**config.mk**
```make
export PLATFORM = sky130hd
export DESIGN_NAME = muldiv
export DESIGN_NICKNAME = d
export VERILOG_FILES = /design/src/rtl/muldiv_pkg.sv /design/src/rtl/muldiv_core.sv /design/src/rtl/muldiv.sv
export SDC_FILE = /design/constraint.sdc
export NUM_CORES = 1
export LEC_CHECK = 0
export ABC_AREA = 0
export BUFFER_PORTS_ARGS = -buffer_cell sky130_fd_sc_hd__buf_2
export CORE_UTILIZATION = 55
export CTS_CLUSTER_SIZE = 28
export DETAILED_ROUTE_END_ITERATION = 16
export PLACE_DENSITY_LB_ADDON = 0.15
export SYNTH_ARGS = -nofsm -noshare
export SYNTH_HDL_FRONTEND = slang
export SYNTH_HIERARCHICAL = 1
export SYNTH_SLANG_ARGS = --single-unit
```
**constraint.sdc**
```tcl
create_clock -name CLK -period 8.4 [get_ports CLK]
set_clock_uncertainty 0.05 [all_clocks]
set_input_delay 0.84 -clock CLK [delete_from_list [all_inputs] [get_ports CLK]]
set_output_delay 0.84 -clock CLK [all_outputs]
set_load 0.01 [all_outputs]
```
**src/rtl/muldiv_pkg.sv**
```systemverilog
// Shared constants for the HI/LO multiply/divide unit: R-type funct codes
// and the iterative-engine FSM states.
package muldiv_pkg;

    localparam logic [5:0] F_MFHI  = 6'h10;
    localparam logic [5:0] F_MTHI  = 6'h11;
    localparam logic [5:0] F_MFLO  = 6'h12;
    localparam logic [5:0] F_MTLO  = 6'h13;
    localparam logic [5:0] F_MULT  = 6'h18;
    localparam logic [5:0] F_MULTU = 6'h19;
    localparam logic [5:0] F_DIV   = 6'h1A;
    localparam logic [5:0] F_DIVU  = 6'h1B;

    typedef enum logic [1:0] {
        ST_IDLE,
        ST_LOAD,
        ST_ITER,
        ST_FIX
    } state_t;

endpackage

```
**src/rtl/muldiv_core.sv**
```systemverilog
// Radix-2 datapath: 64-bit accumulator, shift-add multiply / restoring divide
// on unsigned magnitudes, plus the 0..31 step counter.
module muldiv_core (
    input  logic        CLK,
    input  logic        RST,
    input  logic        load,
    input  logic        step,
    input  logic        is_div,
    input  logic [31:0] opa,
    input  logic [31:0] opb,
    output logic [63:0] acc,
    output logic        last
);

    logic [63:0] acc_q;
    logic [31:0] opb_q;
    logic [4:0]  cnt;
    logic [32:0] madd;
    logic [32:0] rsh;
    logic [33:0] diff;
    logic [63:0] acc_nx;

    // Multiply: add to the upper half, then shift right with carry.
    // Divide: shift remainder:dividend left, trial-subtract the divisor.
    always_comb begin
        madd   = {1'b0, acc_q[63:32]} + {1'b0, opb_q};
        rsh    = {acc_q[63:32], acc_q[31]};
        diff   = {1'b0, rsh} - {2'b00, opb_q};
        acc_nx = acc_q;
        if (is_div) begin
            if (!diff[33])
                acc_nx = {diff[31:0], acc_q[30:0], 1'b1};
            else
                acc_nx = {rsh[31:0], acc_q[30:0], 1'b0};
        end else if (acc_q[0]) begin
            acc_nx = {madd, acc_q[31:1]};
        end else begin
            acc_nx = {1'b0, acc_q[63:1]};
        end
    end

    always_ff @(posedge CLK or negedge RST) begin
        if (!RST) begin
            acc_q <= '0;
            opb_q <= '0;
            cnt   <= '0;
        end else if (load) begin
            acc_q <= {32'h0, opa};
            opb_q <= opb;
            cnt   <= '0;
        end else if (step) begin
            acc_q <= acc_nx;
            cnt   <= cnt + 5'd1;
        end
    end

    assign acc  = acc_q;
    assign last = (cnt == 5'd31);

endmodule

```
**src/rtl/muldiv.sv**
```systemverilog
// HI/LO unit: MTHI/MTLO writes, and 34-cycle MULT/MULTU/DIV/DIVU with sign
// handling around an unsigned iterative core.
module muldiv
    import muldiv_pkg::*;
(
    input  logic        CLK,
    input  logic        RST,
    input  logic        Start,
    input  logic [5:0]  Funct,
    input  logic [31:0] A,
    input  logic [31:0] B,
    output logic        Busy,
    output logic        Done,
    output logic [31:0] Hi,
    output logic [31:0] Lo
);

    state_t      state, state_nx;
    logic        cap, core_load, core_step, fix, wr_hi, wr_lo;
    logic        op_div, op_signed, neg_lo, neg_hi;
    logic [31:0] a_q, b_q;
    logic        a_neg, b_neg;
    logic [31:0] mag_a, mag_b;
    logic [63:0] core_acc;
    logic        core_last;
    logic [63:0] prod;
    logic [31:0] fix_hi, fix_lo;

    muldiv_core u_core (
        .CLK    (CLK),
        .RST    (RST),
        .load   (core_load),
        .step   (core_step),
        .is_div (op_div),
        .opa    (mag_a),
        .opb    (mag_b),
        .acc    (core_acc),
        .last   (core_last)
    );

    always_ff @(posedge CLK or negedge RST) begin
        if (!RST)
            state <= ST_IDLE;
        else
            state <= state_nx;
    end

    always_comb begin
        state_nx  = state;
        cap       = 1'b0;
        core_load = 1'b0;
        core_step = 1'b0;
        fix       = 1'b0;
        wr_hi     = 1'b0;
        wr_lo     = 1'b0;
        case (state)
            ST_IDLE: begin
                if (Start) begin
                    case (Funct)
                        F_MTHI: wr_hi = 1'b1;
                        F_MTLO: wr_lo = 1'b1;
                        F_MULT, F_MULTU, F_DIV, F_DIVU: begin
                            cap      = 1'b1;
                            state_nx = ST_LOAD;
                        end
                        default: ;
                    endcase
                end
            end
            ST_LOAD: begin
                core_load = 1'b1;
                state_nx  = ST_ITER;
            end
            ST_ITER: begin
                core_step = 1'b1;
                if (core_last)
                    state_nx = ST_FIX;
            end
            ST_FIX: begin
                fix      = 1'b1;
                state_nx = ST_IDLE;
            end
            default: state_nx = ST_IDLE;
        endcase
    end

    assign Busy = (state != ST_IDLE);

    always_comb begin
        a_neg  = op_signed & a_q[31];
        b_neg  = op_signed & b_q[31];
        mag_a  = a_neg ? -a_q : a_q;
        mag_b  = b_neg ? -b_q : b_q;
        prod   = neg_lo ? -core_acc : core_acc;
        fix_hi = prod[63:32];
        fix_lo = prod[31:0];
        // Divide by zero bypasses the datapath so signed DIV still returns A in Hi.
        if (op_div) begin
            if (b_q == 32'h0) begin
                fix_hi = a_q;
                fix_lo = '1;
            end else begin
                fix_hi = neg_hi ? -core_acc[63:32] : core_acc[63:32];
                fix_lo = neg_lo ? -core_acc[31:0]  : core_acc[31:0];
            end
        end
    end

    always_ff @(posedge CLK or negedge RST) begin
        if (!RST) begin
            a_q       <= '0;
            b_q       <= '0;
            op_div    <= 1'b0;
            op_signed <= 1'b0;
            neg_lo    <= 1'b0;
            neg_hi    <= 1'b0;
            Hi        <= '0;
            Lo        <= '0;
            Done      <= 1'b0;
        end else begin
            Done <= fix;
            if (cap) begin
                a_q       <= A;
                b_q       <= B;
                op_div    <= Funct[1];
                op_signed <= ~Funct[0];
            end
            if (core_load) begin
                neg_lo <= a_neg ^ b_neg;
                neg_hi <= a_neg;
            end
            if (wr_hi)
                Hi <= A;
            if (wr_lo)
                Lo <= A;
            if (fix) begin
                Hi <= fix_hi;
                Lo <= fix_lo;
            end
        end
    end

endmodule

```
-- Yosys cells after proc, flatten, opt, wreduce, memory -nomap -nowiden
Index checks and enable logic that the tools add are counted.
- register bits: 236
- $add $sub $neg: 8
- equal/unequal tests: 13
- muxes and demuxes: 36
- bitwise gates (word level): 4
- reduce and logical (&&, ||, !) cells: 8
- operator list (kind ; number):
    $mux 32 ; 12
    $mux 64 ; 6
    $neg 32->32 ; 4
    $neg 64->64 ; 1
    $eq 6x5->1 const B ; 6
    $sub 33x32->34 ; 1
    $add 32x32->33 ; 1
    $logic_not 32->1 ; 1
    $mux 1 ; 12
    $mux 5 ; 2
    $pmux 2 s4 ; 1
    $reduce_bool 2->1 ; 4
    $mux 2 ; 3
    $add 5x1->5 const B ; 1
    $eq 5x5->1 const B ; 1
    $eq 2x2->1 const B ; 2
    $ne 2x2->1 const B ; 2
    $reduce_or 4->1 ; 1
    $reduce_and 3->1 ; 1
    $and 1x1->1 ; 2
    $eq 2x1->1 const B ; 1
    $logic_not 2->1 ; 1
    $ne 2x1->1 const B ; 1
    $not 1->1 ; 1
    $xor 1x1->1 ; 1

-- Longest topological paths before layout
Gate-level depths: netlist of the first run.
- depth in word-level cells: 6
- gate-level depth with buffers: 14

-- By module
The synthesis of the first run kept the hierarchy.
- modules (own cells, without submodules) (module ; instances ; cells each ; area each (um^2) ; seq. area each (um^2)):
    muldiv ; 1 ; 1117 ; 9869.5 ; 3378.2
    muldiv_core ; 1 ; 1144 ; 8894.8 ; 2527.4

-- Worst setup path before layout of the first run
Ideal clock, no wire load.
- path kind: reg-to-reg
- from: register u_core.acc_q[32] (netlist: u_core/acc[32])
- to: register u_core.acc_q[61] (netlist: u_core/acc[61])
- library setup time: 0.087 ns
- arrival time: 2.945 ns
- required time: 8.263 ns
- setup slack: 5.318 ns
- cell stages (with the launch flop): 13
- buffers on the path: 0
- clock period less this slack: 3.082 ns
- path through: dfrtp_1 ha_1 inv_1 fa_1 nand2b_1 a21oi_1 o21ai_0 a21oi_1 a21oi_1 o21a_1 o31ai_1 mux2_2 a22oi_1
- word-level cells in the longest chain between the ends: 5
- ends and longest elaborated chain (item ; line ; text):
    from (decl) ; muldiv_core.sv:15 ; logic [63:0] acc_q;
    from (signal assigned) ; muldiv_core.sv:48 ; acc_q <= {32'h0, opa};
    from (signal assigned) ; muldiv_core.sv:52 ; acc_q <= acc_nx;
    $sub 33x32->34 / $add 32x32->33 (equally long branches) ; muldiv_core.sv:28, muldiv_core.sv:26 ;
    $mux 64 (on tied branches) ; muldiv_core.sv:31, muldiv_core.sv:35 ;
    $mux 64 (*) ; muldiv_core.sv:30 ; if (is_div) begin
    $mux 64 (*) ; muldiv_core.sv:51 ; end else if (step) begin
    $mux 64 (*) ; muldiv_core.sv:47 ; end else if (load) begin
Mark *: on every way between the ends. The rest lies on a longest branch, timed or not. The select of a mux whose other input is x is not followed.
A chain may end at the register's enable or synchronous reset.

-- Worst setup path in the final report of the first run
Same ends and word-level chain as after synthesis.

==> results.sh, run 1 <==
export IMPL_netlist_instances=2261
export IMPL_finalHoldViolations=0
export IMPL_cpLargestDelayFamily="compound AO/OA/AOI/OAI gates"
export IMPL_routed_via_density=6.63
export IMPL_stdcell_count=2773
export IMPL_netlist_top_cells_area="dfrtp_1 31%, o21ai_0 6.1%, nand2_1 5.1%"
export IMPL_dp_hpwl_um=49300
export IMPL_slowest_delay_ns=0.56
export IMPL_fin_setup_tns_ns=0
export IMPL_grt_overflow=0
export IMPL_synth_ff_type="dfrtp_1"
export IMPL_yosysWarnings=6
export IMPL_die_h_um=187
export IMPL_routedWlPerCell_um=24.1
export IMPL_wl_um=66900
export IMPL_finalCritPeriodShare_pct=47.8
export IMPL_cts_hold_buf=0
export IMPL_p_leak_uw=0.00878
export IMPL_worst_endpoint_required_ns=8.84
export IMPL_timing_reg2reg_setup_slack_ns=4.39
export IMPL_vias=18400
export IMPL_setup_viol=0
export IMPL_yosys_area_top_type_share_pct=31.5
export IMPL_clk_path_buf_depth=3
export IMPL_die_x_um=187
export IMPL_final_common_cell="nand2_1"
export IMPL_tritoncts="done"
export IMPL_max_freq_ghz=0.249
export IMPL_clockRootBuffer="clkbuf_16"
export IMPL_synth_nets=2410
export IMPL_clock_latency_ns=0.57
export IMPL_worst_ep_arrival_time_ns=4.45
export IMPL_design_core_area_um2=33500
export IMPL_end_kind="register"
export IMPL_drt_iter0_drc=1889
export IMPL_rsz0062_at_grt="false"
export IMPL_cts_max_level=1
export IMPL_portBuffers=138
export IMPL_cts_setup_buffers=0
export IMPL_min_period_ns=4.01
export IMPL_dpl_cell_count=2723
export IMPL_crit_top_cell="a21oi_1"
export IMPL_diodes=0
export IMPL_synth_seq_area_share_pct=31.5
export IMPL_dpl_worst_slack_ns=4.48
export IMPL_initial_core_util_pct=56.0
export IMPL_firstDrtPassIters=6
export IMPL_syn_to_final_growth_pct=9.77
export IMPL_power_density_nw_per_um2=439
export IMPL_hold_path_class="input port to async pin"
export IMPL_worstPathCellList="ha_1 > inv_1 > fa_1 > nand2b_1 > a21oi_1 > o21ai_0 > a21oi_1 > a21oi_1 > o21a_1 > o31ai_1 > mux2_2 > a22oi_1"
export IMPL_drive_above_1_share_pct=14.3
export IMPL_synth_edf_count=0
export IMPL_status="complete, no violations"
export IMPL_crit_fanout=10
export IMPL_cts_resized=0
export IMPL_grt_usage_pct=37.8
export IMPL_layout_setup_ws_ns=4.39
export IMPL_most_common_layout_cells="255 x nand2_1, 235 x dfrtp_1, 228 x o21ai_0"
export IMPL_async_reset_ff_share_pct=100
export IMPL_synth_top_area_cell="dfrtp_1"
export IMPL_gp_congestion=1.03
export IMPL_clock_sinks=236
export IMPL_die_area_um2=34900
export IMPL_io_pins=139
export IMPL_synth_seq_cells=236
export IMPL_drv_slew=0
export IMPL_rows=67
export IMPL_synthesis_area_um2=18800
export IMPL_grt_max_degree=106
export IMPL_cts_made_buffers=28
export IMPL_grt_pass1_wl_um=103000
export IMPL_max_slew_margin_pct=24.4
export IMPL_critPathLaunchType="register"
export IMPL_cp_slowest_cell="dfrtp_1"
export IMPL_cap_violations=0
export IMPL_first_global_vias=17300
export IMPL_drc=0
export IMPL_critPathBufInv=1
export IMPL_antenna_found_initial=0
export IMPL_antenna_left=0
export IMPL_vdd_drop_max_mv=0.302
export IMPL_tightest_slew_ns=1.13
export IMPL_syn_area_per_cell_um2=8.30
export IMPL_nets=2454
export IMPL_critPathKind="register to register"
export IMPL_cts_reportedPaths_clkPinSlew_ns=0.06
export IMPL_ys_types=84
-- stage by stage --
step	power [uW]	util, %	cell area (um^2)	hold slack [ns]
after floorplan	6040	-	18800	0.443
after global placement	7560	58.6	19700	0.407
after detailed placement	7630	58.6	19700	0.415
after CTS	8910	61.4	20600	0.305
after global routing	9630	61.4	20600	0.320
final	9050	61.4	20600	0.282
-- synthesized netlist by cell type, types with 37 or more instances --
master / instances
nand2_1: 255
mux2_2: 80
xor2_1: 86
nand3_1: 37
inv_1: 72
mux2i_1: 66
dfrtp_1: 236
o21ai_0: 228
clkbuf_1: 126
nor3_1: 53
ha_1: 74
a21oi_1: 131
nor2_1: 142
o22ai_1: 38
xnor2_1: 95
-- report_power, final --
part | switching (uW) | leakage [uW] | internal [uW] | total [uW]
sequential | 786 | 0.00303 | 1630 | 2420
combinational | 3320 | 0.00530 | 2060 | 5380
clock | 521 | 0.000461 | 731 | 1250
total | 4630 | 0.00878 | 4420 | 9050
-- path summary, 6_finish.rpt --
check                                     from             end  depth (start not counted)
worst max-delay path            u_core/acc[32]  u_core/acc[61]                         12
worst min-delay path                       RST          Lo[22]                          1
worst max register to register  u_core/acc[32]  u_core/acc[61]                         12
worst min register to register          Lo[23]          Lo[23]                          2
max in group asynchronous                  RST         b_q[15]                          2
min in group CLK                        Lo[23]          Lo[23]                          2
-- registers in the layout (all words and copies together), names as in the netlist --
name	count
a_q	32
op_signed	1
Lo	32
u_core/acc	64
b_q	32
u_core/cnt	5
neg_lo	1
Done	1
u_core/opb_q	32
neg_hi	1
op_div	1
Hi	32
state	2
-- layout make-up --
cell class	count	area, um^2
Fill cell	3002	12900
Multi-Input combinational cell	1805	12000
Sequential cell	236	5910
Timing Repair Buffer	161	873
Clock buffer	43	857
Tap cell	448	561
Inverter	73	274
Clock inverter	7	81.3
-- cell families after synthesis --
group                      after synthesis  synth area share [%]
xor gates and xnor gates               181                  8.45
AOI/OAI and AO/OA                      703                  23.9
and+or+nand+nor                        699                  18.0
buffers and inverters                  220                  4.67
DFF                                    236                  31.5
muxes                                  146                  8.32
adders and majority gates               76                  5.15
-- metal layers --
layer	vias to the layer above	GRT usage, %	part of all wire [%]
met5	-	0	0
met4	0	20.6	6.0
met3	214	5.74	8.0
met2	952	60.8	46
met1	8838	49.1	40
li1	8376	-	-
Power figures use the tool's default switching activity.
==> inputs of run 2 (changes only) <==
--- a/config.mk
+++ b/config.mk
@@ -5,7 +5,7 @@
 export SDC_FILE = /design/constraint.sdc
 export NUM_CORES = 1
 export LEC_CHECK = 0
-export ABC_AREA = 0
+export ABC_AREA = 1
 export BUFFER_PORTS_ARGS = -buffer_cell sky130_fd_sc_hd__buf_2
 export CORE_UTILIZATION = 55
 export CTS_CLUSTER_SIZE = 28
==> constraint.sdc (replaced) <==
create_clock -name CLK -period 3.3 [get_ports CLK]
set_clock_uncertainty 0.05 [all_clocks]
set_input_delay 0.33 -clock CLK [delete_from_list [all_inputs] [get_ports CLK]]
set_output_delay 0.33 -clock CLK [all_outputs]
set_load 0.01 [all_outputs]
==> results.sh, run 2 <==
export IMPL_tightest_slew_ns=1.09
export IMPL_drv_slew=0
export IMPL_final_common_cell="nand2_1"
export IMPL_synth_nets=3581
export IMPL_grt_pass1_wl_um=133000
export IMPL_power_density_nw_per_um2=1160
export IMPL_vias=24600
export IMPL_synth_top_family_by_area="simple AND/OR/NAND/NOR gates"
export IMPL_regArea_um2=5910
export IMPL_drive_above_1_share_pct=9.10
export IMPL_dpl_cell_count=4033
export IMPL_hold_path_class="input port to register"
export IMPL_yosys_area_top_type_share_pct=28.2
export IMPL_synth_top_area_cell="dfrtp_1"
export IMPL_stdcell_count=4139
export IMPL_synthMuxAreaShare_pct=0.862
export IMPL_synthAdderAreaFrac_pct=4.62
export IMPL_antenna_left=0
export IMPL_p_leak_uw=0.0127
export IMPL_wl_um=88200
export IMPL_cts_max_level=1
export IMPL_synth_xor_area_share_pct=5.07
export IMPL_final_area_um2=23900
export IMPL_antenna_found_initial=3
export IMPL_gp_congestion=1.08
export IMPL_max_freq_ghz=0.336
export IMPL_netlist_instances=3432
export IMPL_setup_viol=0
export IMPL_cts_resized=0
export IMPL_critPathLaunchType="register"
export IMPL_drt_iter0_drc=3188
export IMPL_most_common_layout_cells="1116 x nand2_1, 465 x inv_1, 439 x nor2_1"
export IMPL_die_h_um=197
export IMPL_yosys_area_share_simple_pct=38.1
export IMPL_firstDrtPassIters=6
export IMPL_die_area_um2=38800
export IMPL_netlist_top_cells_count="1117 x nand2_1, 465 x inv_1, 440 x nor2_1"
export IMPL_synth_ff_type="dfrtp_1"
export IMPL_design_core_area_um2=37600
export IMPL_clockRootBuffer="clkbuf_16"
export IMPL_layout_setup_ws_ns=0.328
export IMPL_max_slew_margin_pct=27.0
export IMPL_critPathKind="register to register"
export IMPL_async_reset_ff_share_pct=100
export IMPL_clock_latency_ns=0.58
export IMPL_yosysWarnings=6
export IMPL_routedWlPerCell_um=21.3
export IMPL_finalCritPeriodShare_pct=90.1
export IMPL_finalHoldViolations=0
export IMPL_worst_endpoint_required_ns=3.71
export IMPL_initial_core_util_pct=55.6
export IMPL_status="complete, no violations"
export IMPL_first_global_vias=22800
export IMPL_dp_hpwl_um=66000
export IMPL_cts_made_buffers=27
export IMPL_synthesis_area_um2=20900
export IMPL_synth_compound_area_share_pct=12.1
export IMPL_crit_fanout=31
export IMPL_worst_ep_arrival_time_ns=3.38
export IMPL_syn_area_per_cell_um2=6.09
export IMPL_syn_to_final_growth_pct=14.2
export IMPL_portBuffers=138
export IMPL_nets=3756
export IMPL_cts_reportedPaths_clkPinSlew_ns=0.07
export IMPL_fillers=3484
export IMPL_vdd_drop_max_mv=0.830
export IMPL_cap_violations=0
export IMPL_multi_input_area_um2=12700
export IMPL_fin_setup_tns_ns=0
export IMPL_die_x_um=197
export IMPL_placed_area_um2=22300
export IMPL_end_kind="register"
export IMPL_timing_reg2reg_setup_slack_ns=0.33
export IMPL_diodes=0
export IMPL_dpl_worst_slack_ns=0.462
export IMPL_clk_path_buf_depth=3
export IMPL_tritoncts="done"
export IMPL_clock_sinks=236
export IMPL_grt_max_degree=97
export IMPL_synth_seq_cells=236
export IMPL_synth_seq_area_share_pct=28.2
export IMPL_grt_usage_pct=44.9
export IMPL_rows=71
export IMPL_yosysMostFrequentCell="nand2_1"
export IMPL_routed_via_density=5.95
export IMPL_min_period_ns=2.97
export IMPL_rsz0062_at_grt="false"
export IMPL_synth_edf_count=0
export IMPL_netlist_top_cells_area="dfrtp_1 28%, nand2_1 20%, inv_1 8.3%"
export IMPL_largest_reg_flops=64
export IMPL_grt_overflow=0
export IMPL_ys_types=50
export IMPL_io_pins=139
export IMPL_drc=0
run 2: changes by cell type after synthesis, moves of 46 or more:
cell,before,now
inv_1,72,465
nor2_1,142,440
a21oi_1,131,193
mux2i_1,66,0
mux2_2,80,16
nand2_1,255,1117
nand3_1,37,244
o21ai_0,228,182
xnor2_1,95,38
clkbuf_1,126,74
run 2: worst max-delay path, cell delays in order, from the launching register on:
cell and delay (ns):
dfrtp_1 0.42, inv_1 0.08, ha_1 0.45, nand2_1 0.19, nor2_1 0.27, nand2_1 0.17, nor2_1 0.21, nand2_4 0.14
nand2_4 0.36, nand2_2 0.23, nand2_1 0.11, nand2_1 0.05, nand3_1 0.07, nand2_1 0.05
run 2: kinds of logic after synthesis:
family,count (synthesis)
DFF,236
muxes,16
adders and majority gates,76
AOI/OAI and AO/OA,459
xor gates and xnor gates,121
buffers and inverters,587
and+or+nand+nor,1937
run 2: routing by layer:
metal / track usage (%) / up-vias / wire length (um)
li1: - / 11200 / -
met3: 12.3 / 275 / 12100
met2: 66.1 / 1784 / 36600
met4: 15.6 / 0 / 3510
met5: 0 / - / 0
met1: 62.9 / 11400 / 36000
run 2: stage by stage:
step | total power, uW | utilization, % | hold WS (ns)
2_1_floorplan | 17000 | - | -0.0156
3_3_place_gp | 22800 | 59.5 | 0.321
3_5_place_dp | 23100 | 59.5 | 0.326
4_1_cts | 26700 | 63.5 | 0.000370
5_1_grt | 29300 | 63.5 | 0.0114
6_report | 27600 | 63.5 | 0.0117
run 2: final timing paths:
kind / startpoint / end / cells after the start
worst max-delay path: u_core/opb_q[22] / u_core/acc[59] / 13
worst min-delay path: A[15] / a_q[15] / 3
worst max register to register: u_core/opb_q[22] / u_core/acc[59] / 13
worst min register to register: Lo[10] / Lo[10] / 2
max in group asynchronous: RST / u_core/acc[47] / 3
min in group asynchronous: RST / Lo[6] / 2
run 2: cell type report:
| cell class | count | area share, % |
|---|---|---|
| clock buffers | 34 | 3.11 |
| multi-input cells | 2609 | 53.4 |
| clock inverters | 16 | 0.949 |
| flip-flops and latches | 236 | 24.8 |
| repair buffers | 258 | 7.61 |
| inverters | 475 | 7.49 |
| well taps | 511 | 2.68 |
run 2: report_power, final:
part	total [uW]	switching [uW]	internal (uW)
combinational	18700	12900	5780
clock	3390	1390	1990
sequential	5540	1390	4150
run 2: repair_timing:
item,4_1_cts,5_1_grt
buffers inserted,0,0
hold buffers,56,0
hold endpoints to repair,134,0
